### src/rtl/mem_stage_if.sv
// Handshake bundle between EX, the MM stage and WB.
// The stage itself uses the slave modport.
interface mem_stage_if #(
    parameter int DATA_W = 16
);
    logic              in_valid;
    logic              in_ready;
    logic [DATA_W-1:0] alu_in;
    logic [DATA_W-1:0] wd;
    logic              we;
    logic              mr;
    logic              out_valid;
    logic              out_ready;
    logic [DATA_W-1:0] out_data;
    logic              busy;

    modport master (
        output in_valid, alu_in, wd, we, mr, out_ready,
        input  in_ready, out_valid, out_data, busy
    );

    modport slave (
        input  in_valid, alu_in, wd, we, mr, out_ready,
        output in_ready, out_valid, out_data, busy
    );
endinterface

### src/rtl/mem_stage_pipe.sv
// Memory-access stage: DEPTH-word data memory, stores/loads/pass-through,
// valid/ready on both sides, optional load wait states.
module mem_stage_pipe #(
    parameter int DATA_W  = 16,
    parameter int ADDR_W  = 4,
    parameter int RD_WAIT = 0
) (
    input  logic        clk,
    input  logic        rst_n,
    mem_stage_if.slave  bus
);
    localparam int DEPTH = 1 << ADDR_W;

    if (RD_WAIT < 0 || RD_WAIT > 15) begin : g_rd_wait_chk
        $error("mem_stage_pipe: RD_WAIT must be within 0..15");
    end

    typedef enum logic {
        S_IDLE,
        S_WAIT
    } st_t;

    logic [DATA_W-1:0] mem [DEPTH];

    st_t               state;
    st_t               state_nx;
    logic [3:0]        cnt;
    logic [3:0]        cnt_nx;
    logic [DATA_W-1:0] rd_buf;
    logic [DATA_W-1:0] rdata;
    logic [ADDR_W-1:0] addr;
    logic              out_valid_q;
    logic [DATA_W-1:0] out_data_q;

    logic              out_free;
    logic              in_ready_c;
    logic              acc;
    logic              is_st;
    logic              is_ld;
    logic              wait_done;
    logic              beat_new;
    logic [DATA_W-1:0] beat_data;

    // Upper address bits are simply not decoded.
    assign addr     = bus.alu_in[ADDR_W-1:0];
    assign rdata    = mem[addr];
    assign out_free = !out_valid_q || bus.out_ready;
    assign acc      = bus.in_valid && in_ready_c;
    assign is_st    = bus.we;
    assign is_ld    = !bus.we && bus.mr;

    assign bus.in_ready  = in_ready_c;
    assign bus.out_valid = out_valid_q;
    assign bus.out_data  = out_data_q;

    // State and wait counter, cleared asynchronously
    always_ff @(posedge clk or negedge rst_n) begin
        if (!rst_n) begin
            state <= S_IDLE;
            cnt   <= '0;
        end else begin
            state <= state_nx;
            cnt   <= cnt_nx;
        end
    end

    // Next state: loads with wait states park in WAIT until the count expires
    always_comb begin
        state_nx = state;
        cnt_nx   = cnt;
        unique case (state)
            S_IDLE: begin
                if (acc && is_ld && RD_WAIT > 0) begin
                    state_nx = S_WAIT;
                    cnt_nx   = 4'(RD_WAIT);
                end
            end
            S_WAIT: begin
                if (cnt > 4'd1) begin
                    cnt_nx = cnt - 4'd1;
                end else if (out_free) begin
                    state_nx = S_IDLE;
                    cnt_nx   = '0;
                end
            end
            default: begin
                state_nx = S_IDLE;
                cnt_nx   = '0;
            end
        endcase
    end

    // Handshake, busy flag and selection of the next output beat
    always_comb begin
        in_ready_c = (state == S_IDLE) && out_free && rst_n;
        bus.busy   = (state == S_WAIT);
        wait_done  = (state == S_WAIT) && (cnt == 4'd1) && out_free;
        beat_new   = wait_done || (acc && (!is_ld || RD_WAIT == 0));
        beat_data  = bus.alu_in;
        unique case (1'b1)
            wait_done:   beat_data = rd_buf;
            acc & is_ld: beat_data = rdata;
            default:     beat_data = bus.alu_in;
        endcase
    end

    // Stores commit at their own accept edge; array has no reset
    always_ff @(posedge clk) begin
        if (acc && is_st) begin
            mem[addr] <= bus.wd;
        end
    end

    // Load word captured at accept, replayed once the wait expires
    always_ff @(posedge clk or negedge rst_n) begin
        if (!rst_n) begin
            rd_buf <= '0;
        end else if (acc && is_ld) begin
            rd_buf <= rdata;
        end
    end

    // Output register: load a new beat, hold under stall, drop when taken
    always_ff @(posedge clk or negedge rst_n) begin
        if (!rst_n) begin
            out_valid_q <= 1'b0;
            out_data_q  <= '0;
        end else if (beat_new) begin
            out_valid_q <= 1'b1;
            out_data_q  <= beat_data;
        end else if (bus.out_ready) begin
            out_valid_q <= 1'b0;
        end
    end
endmodule

### src/flat_wrapper.sv
// flat-port wrapper written by rule: the top's interface ports become plain ports
module mem_stage_pipe_flat 
#(
    parameter int DATA_W  = 16,
    parameter int ADDR_W  = 4,
    parameter int RD_WAIT = 0
)
  (clk, rst_n, bus_in_valid, bus_alu_in, bus_wd, bus_we, bus_mr, bus_out_ready, bus_in_ready, bus_out_valid, bus_out_data, bus_busy);
  mem_stage_if #(.DATA_W(DATA_W)) bus_i ();
  input  logic clk;
  input  logic rst_n;
  input wire logic [$bits(bus_i.in_valid)-1:0] bus_in_valid;
  input wire logic [$bits(bus_i.alu_in)-1:0] bus_alu_in;
  input wire logic [$bits(bus_i.wd)-1:0] bus_wd;
  input wire logic [$bits(bus_i.we)-1:0] bus_we;
  input wire logic [$bits(bus_i.mr)-1:0] bus_mr;
  input wire logic [$bits(bus_i.out_ready)-1:0] bus_out_ready;
  output wire logic [$bits(bus_i.in_ready)-1:0] bus_in_ready;
  output wire logic [$bits(bus_i.out_valid)-1:0] bus_out_valid;
  output wire logic [$bits(bus_i.out_data)-1:0] bus_out_data;
  output wire logic [$bits(bus_i.busy)-1:0] bus_busy;
  assign bus_i.in_valid = bus_in_valid;
  assign bus_i.alu_in = bus_alu_in;
  assign bus_i.wd = bus_wd;
  assign bus_i.we = bus_we;
  assign bus_i.mr = bus_mr;
  assign bus_i.out_ready = bus_out_ready;
  assign bus_in_ready = bus_i.in_ready;
  assign bus_out_valid = bus_i.out_valid;
  assign bus_out_data = bus_i.out_data;
  assign bus_busy = bus_i.busy;
  mem_stage_pipe #(.DATA_W(DATA_W), .ADDR_W(ADDR_W), .RD_WAIT(RD_WAIT)) u_core (.clk(clk), .rst_n(rst_n), .bus(bus_i));
endmodule
### config.mk
export PLATFORM = sky130hd
export DESIGN_NAME = mem_stage_pipe_flat
export DESIGN_NICKNAME = d
export VERILOG_FILES = /design/src/rtl/mem_stage_if.sv /design/src/rtl/mem_stage_pipe.sv /design/src/flat_wrapper.sv
export SDC_FILE = /design/constraint.sdc
export NUM_CORES = 1
export LEC_CHECK = 0
export BUFFER_PORTS_ARGS = -buffer_cell sky130_fd_sc_hd__buf_2
export CAP_MARGIN = 25
export CORE_MARGIN = 2
export CORE_UTILIZATION = 55
export CTS_CLUSTER_SIZE = 16
export DETAILED_ROUTE_END_ITERATION = 10
export HOLD_SLACK_MARGIN = 0.1
export PLACE_DENSITY_LB_ADDON = 0.15
export SLEW_MARGIN = 20
export SYNTH_ARGS = -nofsm -noshare
export SYNTH_HDL_FRONTEND = slang
export SYNTH_SLANG_ARGS = --single-unit
### constraint.sdc
create_clock -name clk -period 2.88 [get_ports clk]
set_clock_uncertainty 0.1 [all_clocks]
set_input_delay 0.576 -clock clk [delete_from_list [all_inputs] [get_ports clk]]
set_output_delay 0.576 -clock clk [all_outputs]
set_load 0.05 [all_outputs]
# == After elaboration in Yosys (flattened, before gate mapping) ==
# Memories as Yosys holds them, arrays and structs flattened.
# Index checks and enable logic that the tools add are counted.
# word_totals
regBits,38
ramBits,256
input_bits,38
out_inout_bits,19
elab_cells,36
n_memories,1
# mem_list
memory,words,width,read_ports,rd_clocked_by_memory_dff,wr,line,rtl
u_core.mem,16,16,1,0,1,mem_stage_pipe.sv:23,logic [DATA_W-1:0] mem [DEPTH];
# op_classes
add_sub_neg,1
order_cmp,1
eq_ne,1
muxes,10
bitwise,2
n_reduce_logical,15
# ops
operator,count
$pmux W16 S2,1
$logic_and A1 B1 Y1,8
$mux W4,2
$mux W1,7
$eq A4 B1 Y1 const B,1
$gt A4 B1 Y1 const B,1
$reduce_bool A2 Y1,2
$sub A4 B1 Y4 const B,1
$logic_not A1 Y1,2
$logic_or A1 B1 Y1,2
$reduce_and A2 Y1,1
$and A1 B1 Y1,1
$not A1 Y1,1

# == Longest topological paths before layout ==
# depth
ltp_word,8
ltp_mapped,8
depth_no_buf,6

# == Worst setup path after synthesis ==
# No wires, ideal clock.
# synth_path
path_kind,input port to flip-flop
start,in bus_alu_in[1]
end,"mem u_core.mem[0][0], enable pin"
setup_ns,0.409
arrival_time_ns,3.026
required_time_ns,2.371
setup_slack_ns,-0.656
cell_stages,6
path_buffers,4
path_cell_list,buf_4 buf_4 buf_4 clkbuf_1 or4bb_1 nor3_1
# synth_lines
element,line,rtl
"start, declared",flat_wrapper.sv:13,input wire logic [$bits(bus_i.alu_in)-1:0] bus_alu_in;
"end, declared",mem_stage_pipe.sv:23,
# Straight into the memory's write port.

# == Worst setup path in the final report ==
# layout_path
start,in rst_n
end,reg u_core.out_data_q[5] (netlist: u_core.bus.out_data[5])
# layout_between
elab_chain_len,4
word_cells_on_any_way,5
cone_classes,mux (1); bitwise (1); reduce/logical (3)
# layout_rtl
element,line,rtl
"start, declared",flat_wrapper.sv:11,input logic rst_n;
$logic_and A1 B1 Y1 (*),mem_stage_pipe.sv:95,in_ready_c = (state == S_IDLE) && out_free && rst_n;
$logic_and A1 B1 Y1 (*),mem_stage_pipe.sv:48,assign acc = bus.in_valid && in_ready_c;
$and A1 B1 Y1,mem_stage_pipe.sv:102,acc & is_ld: beat_data = rdata;
$pmux W16 S2,mem_stage_pipe.sv:100,unique case (1'b1)
"end signal, assigned",mem_stage_pipe.sv:130,out_data_q <= beat_data;
"end, declared",mem_stage_pipe.sv:33,logic [DATA_W-1:0] out_data_q;
# Mark *: on every way between the ends. The rest lies on a longest branch, timed or not.
# A chain may end at the register's enable or synchronous reset.

==> flow_summary.ini <==
[worst_setup_path]
required_ns = 3.26
cp_cell_sequence = dlygate4sd3_1 -> buf_2 -> nand2b_4 -> or4b_1 -> buf_4 -> nor4_1 -> o32a_1
cp.arrival_ns = 3.06
slowest_delay_ns = 0.72
r2r_cells = 5
crit_path_start_kind = input port
path_delay_family = simple AND/OR/NAND/NOR gates
reg2reg_slack_ns = 0.34
reg2reg_from = u_core.bus.out_valid$_DFFE_PN0P_
worstPathMaxFanout = 32
cpMaxStageDelayCell = nor4_1
cp-end-kind = flop
critPathKind = in2reg
crit_buf_inv = 3
r2r_end = u_core.bus.out_data[5]$_DFFE_PN0P_

[placement]
preCtsSetupSlack_ns = 0.1850
dp_hpwl_mm = 17.60
place_area_sq_um = 12590
place_congestion = 0.8533
port_buffers = 56
dpl.cell_count = 972

[timing]
fin_crit_ns = 2.688
setup_viol_count_final = 0
tns_ns = 0
finalMaxSlewViolations = 0
worstMarginPinSlew_ns = 0.7746
timing.final.ws_setup_ns = 0.1917
hold_viol_final = 0
slew_headroom = 0.4788
timing.fmax_ghz = 0.3720
rsz0062_at_grt = no
period_share = 0.9334

[global_route]
grt_usage = 0.2466
grt_pass1_vias = 6699
grt_first_pass_wirelength_mm = 40.32
grt_max_degree = 44
antenna_found_initial = 0
overflow = 0

[routing]
drc = 0
post_drt_wl_per_cell_microns = 25.90
vias = 6472
dr.pass1.iters = 6
routed_via_density = 6.290
drt-total-wl_mm = 26.65
drtIter0Drc = 479
ant_nets = 0

[clock_tree]
cts_buffers = 30
htree_levels = 1
post_cts_buffers = 0
worstSkewPairLatency_ns = 0.54
clock-sinks = 294
clkSlewWorstSetupHoldPaths_ns = 0.06
cts.repair.resized = 0
clk_path_buf_depth = 3
tritoncts = yes
root_buffer = clkbuf_16

[hold_path]
hold_depth = 1
hp-start = bus_wd[7]
worstHoldEndpoint = u_core.mem[2][7]$_DFFE_PP_
hold_class = in2reg

[layout]
mostFrequentLayoutCells = 256 x edfxtp_1, 56 x nand2_1, 55 x buf_2
postLayoutCellArea_sq_um = 13720
drive_above_1_share = 0.3369
num_antenna_cells = 0
area.growth.synth_to_final_pct = 18.09
fillers = 1372
nNetsFinal = 770
fin_cells = 1029
final_common_cell = edfxtp_1

[floorplan]
fp-row-count = 53
start_util = 0.5564
core_area_sq_um = 20890
die_h_microns = 149.4
fp.dieArea_sq_um = 22310
die_w_microns = 149.4
ioPinCount = 57

[flow_run]
drv_cap = 0

[pwr]
ir_drop_mv = 0.6209
power_mw = 9.764
cellLeakagePower_nw = 4.826
p_per_area_nw_per_um2 = 711.5

[yosys]
synth_edf_count = 256
syn_inst = 628
syn_avg_cell_area_sq_um = 18.51
synth-seq-cells = 294
syn-cell-area_sq_um = 11620
synthArstFlopShare = 0.1293
ys_dominant_reg_cell = edfxtp_1
ys_seq_area_frac = 0.7432
synth_warnings = 0
synth.distinct_cells = 40
syn_nets = 668

[run_status]
status = finished, final reports clean
-- synth_stat cells, types with 13 or more instances --
cell      count  area (sq um)
mux2_2       30         337.8
edfxtp_1    256          7687
o22ai_1      14         87.58
nand2_1      56         210.2
buf_2        15         75.07
clkbuf_1     13         48.80
nor2_1       15         56.30
dfrtp_1      38         950.9
mux4_2       50          1126
-- how the worst max path moves through the flow --
stage | start | endpoint | slack [ns] | cells past startpoint
final | rst_n | u_core.bus.out_data[5]$_DFFE_PN0P_ | 0.19 | 7
after global routing | rst_n | u_core.mem[0][4]$_DFFE_PP_ | 0.19 | 7
after CTS | rst_n | u_core.mem[0][15]$_DFFE_PP_ | 0.31 | 7
after detailed placement | bus_alu_in[3] | u_core.bus.out_data[6]$_DFFE_PN0P_ | 0.18 | 6
after global placement | bus_alu_in[3] | u_core.bus.out_data[9]$_DFFE_PN0P_ | 0.25 | 6
after floorplan | bus_alu_in[1] | u_core.mem[12][0]$_DFFE_PP_ | -0.26 | 6
-- through the flow --
stage	hold slack (ns)	util
6_report	0.3288	0.6570
3_3_place_gp	0.3697	0.6029
4_1_cts	0.3108	0.6570
3_5_place_dp	0.3777	0.6029
5_1_grt	0.3234	0.6570
2_1_floorplan	0.1804	-
-- final cells by class --
cell class | instances | area (sq um) | share of cell area
Sequential cell | 294 | 8638 | 0.6294
Multi-Input combinational cell | 295 | 2849 | 0.2076
Clock buffer | 46 | 922.1 | 0.06719
Timing Repair Buffer | 106 | 760.7 | 0.05543
Tap cell | 275 | 344.1 | 0.02507
Clock inverter | 10 | 198.9 | 0.01450
Inverter | 3 | 11.26 | 0.0008205
-- power by group --
group	internal, mW	total (mW)	switching (mW)
registers	4.74	4.81	0.0665
logic	0.260	0.717	0.457
clock network	2.73	4.24	1.51
total	7.73	9.76	2.04
-- cell families (layout without fill, tap and decap cells) --
logic type / after synthesis / after routing / synth area share
adder cells (fa/ha/maj): 2 / 2 / 0.002153
AND/OR/NAND/NOR: 126 / 126 / 0.05437
buffers and inverters: 39 / 165 / 0.01647
AO/OA/AOI/OAI: 83 / 83 / 0.05437
flip-flops: 294 / 294 / 0.7432
multiplexers: 84 / 84 / 0.1294
-- layer usage --
layer	track usage	share of wire	vias up
li1	-	-	2764
met1	0.3494	0.41	3359
met2	0.3920	0.49	311
met3	0.03914	0.074	38
met4	0.09429	0.029	0
met5	0	0	-
-- worst reg2reg max path: stages, from the launching register on --
cell and delay, ns:
dfrtp_1 0.38, nor2b_1 0.21, or4b_1 0.55, buf_4 0.28, nor4_1 0.73, o32a_1 0.24
-- repair_timing --
item / CTS / global route
endpoints found under the hold margin: 38 / 0
setup endpoints to repair: 0 / 0
hold buffers: 1 / 0
-- sequential cells by signal, indices dropped and copies added, names as in the netlist --
name                  flops
u_core.bus.out_data      16
u_core.cnt                4
u_core.bus.out_valid      1
u_core.bus.busy           1
u_core.rd_buf            16
u_core.mem              256
Note: power is estimated with default switching activity, not from simulation.
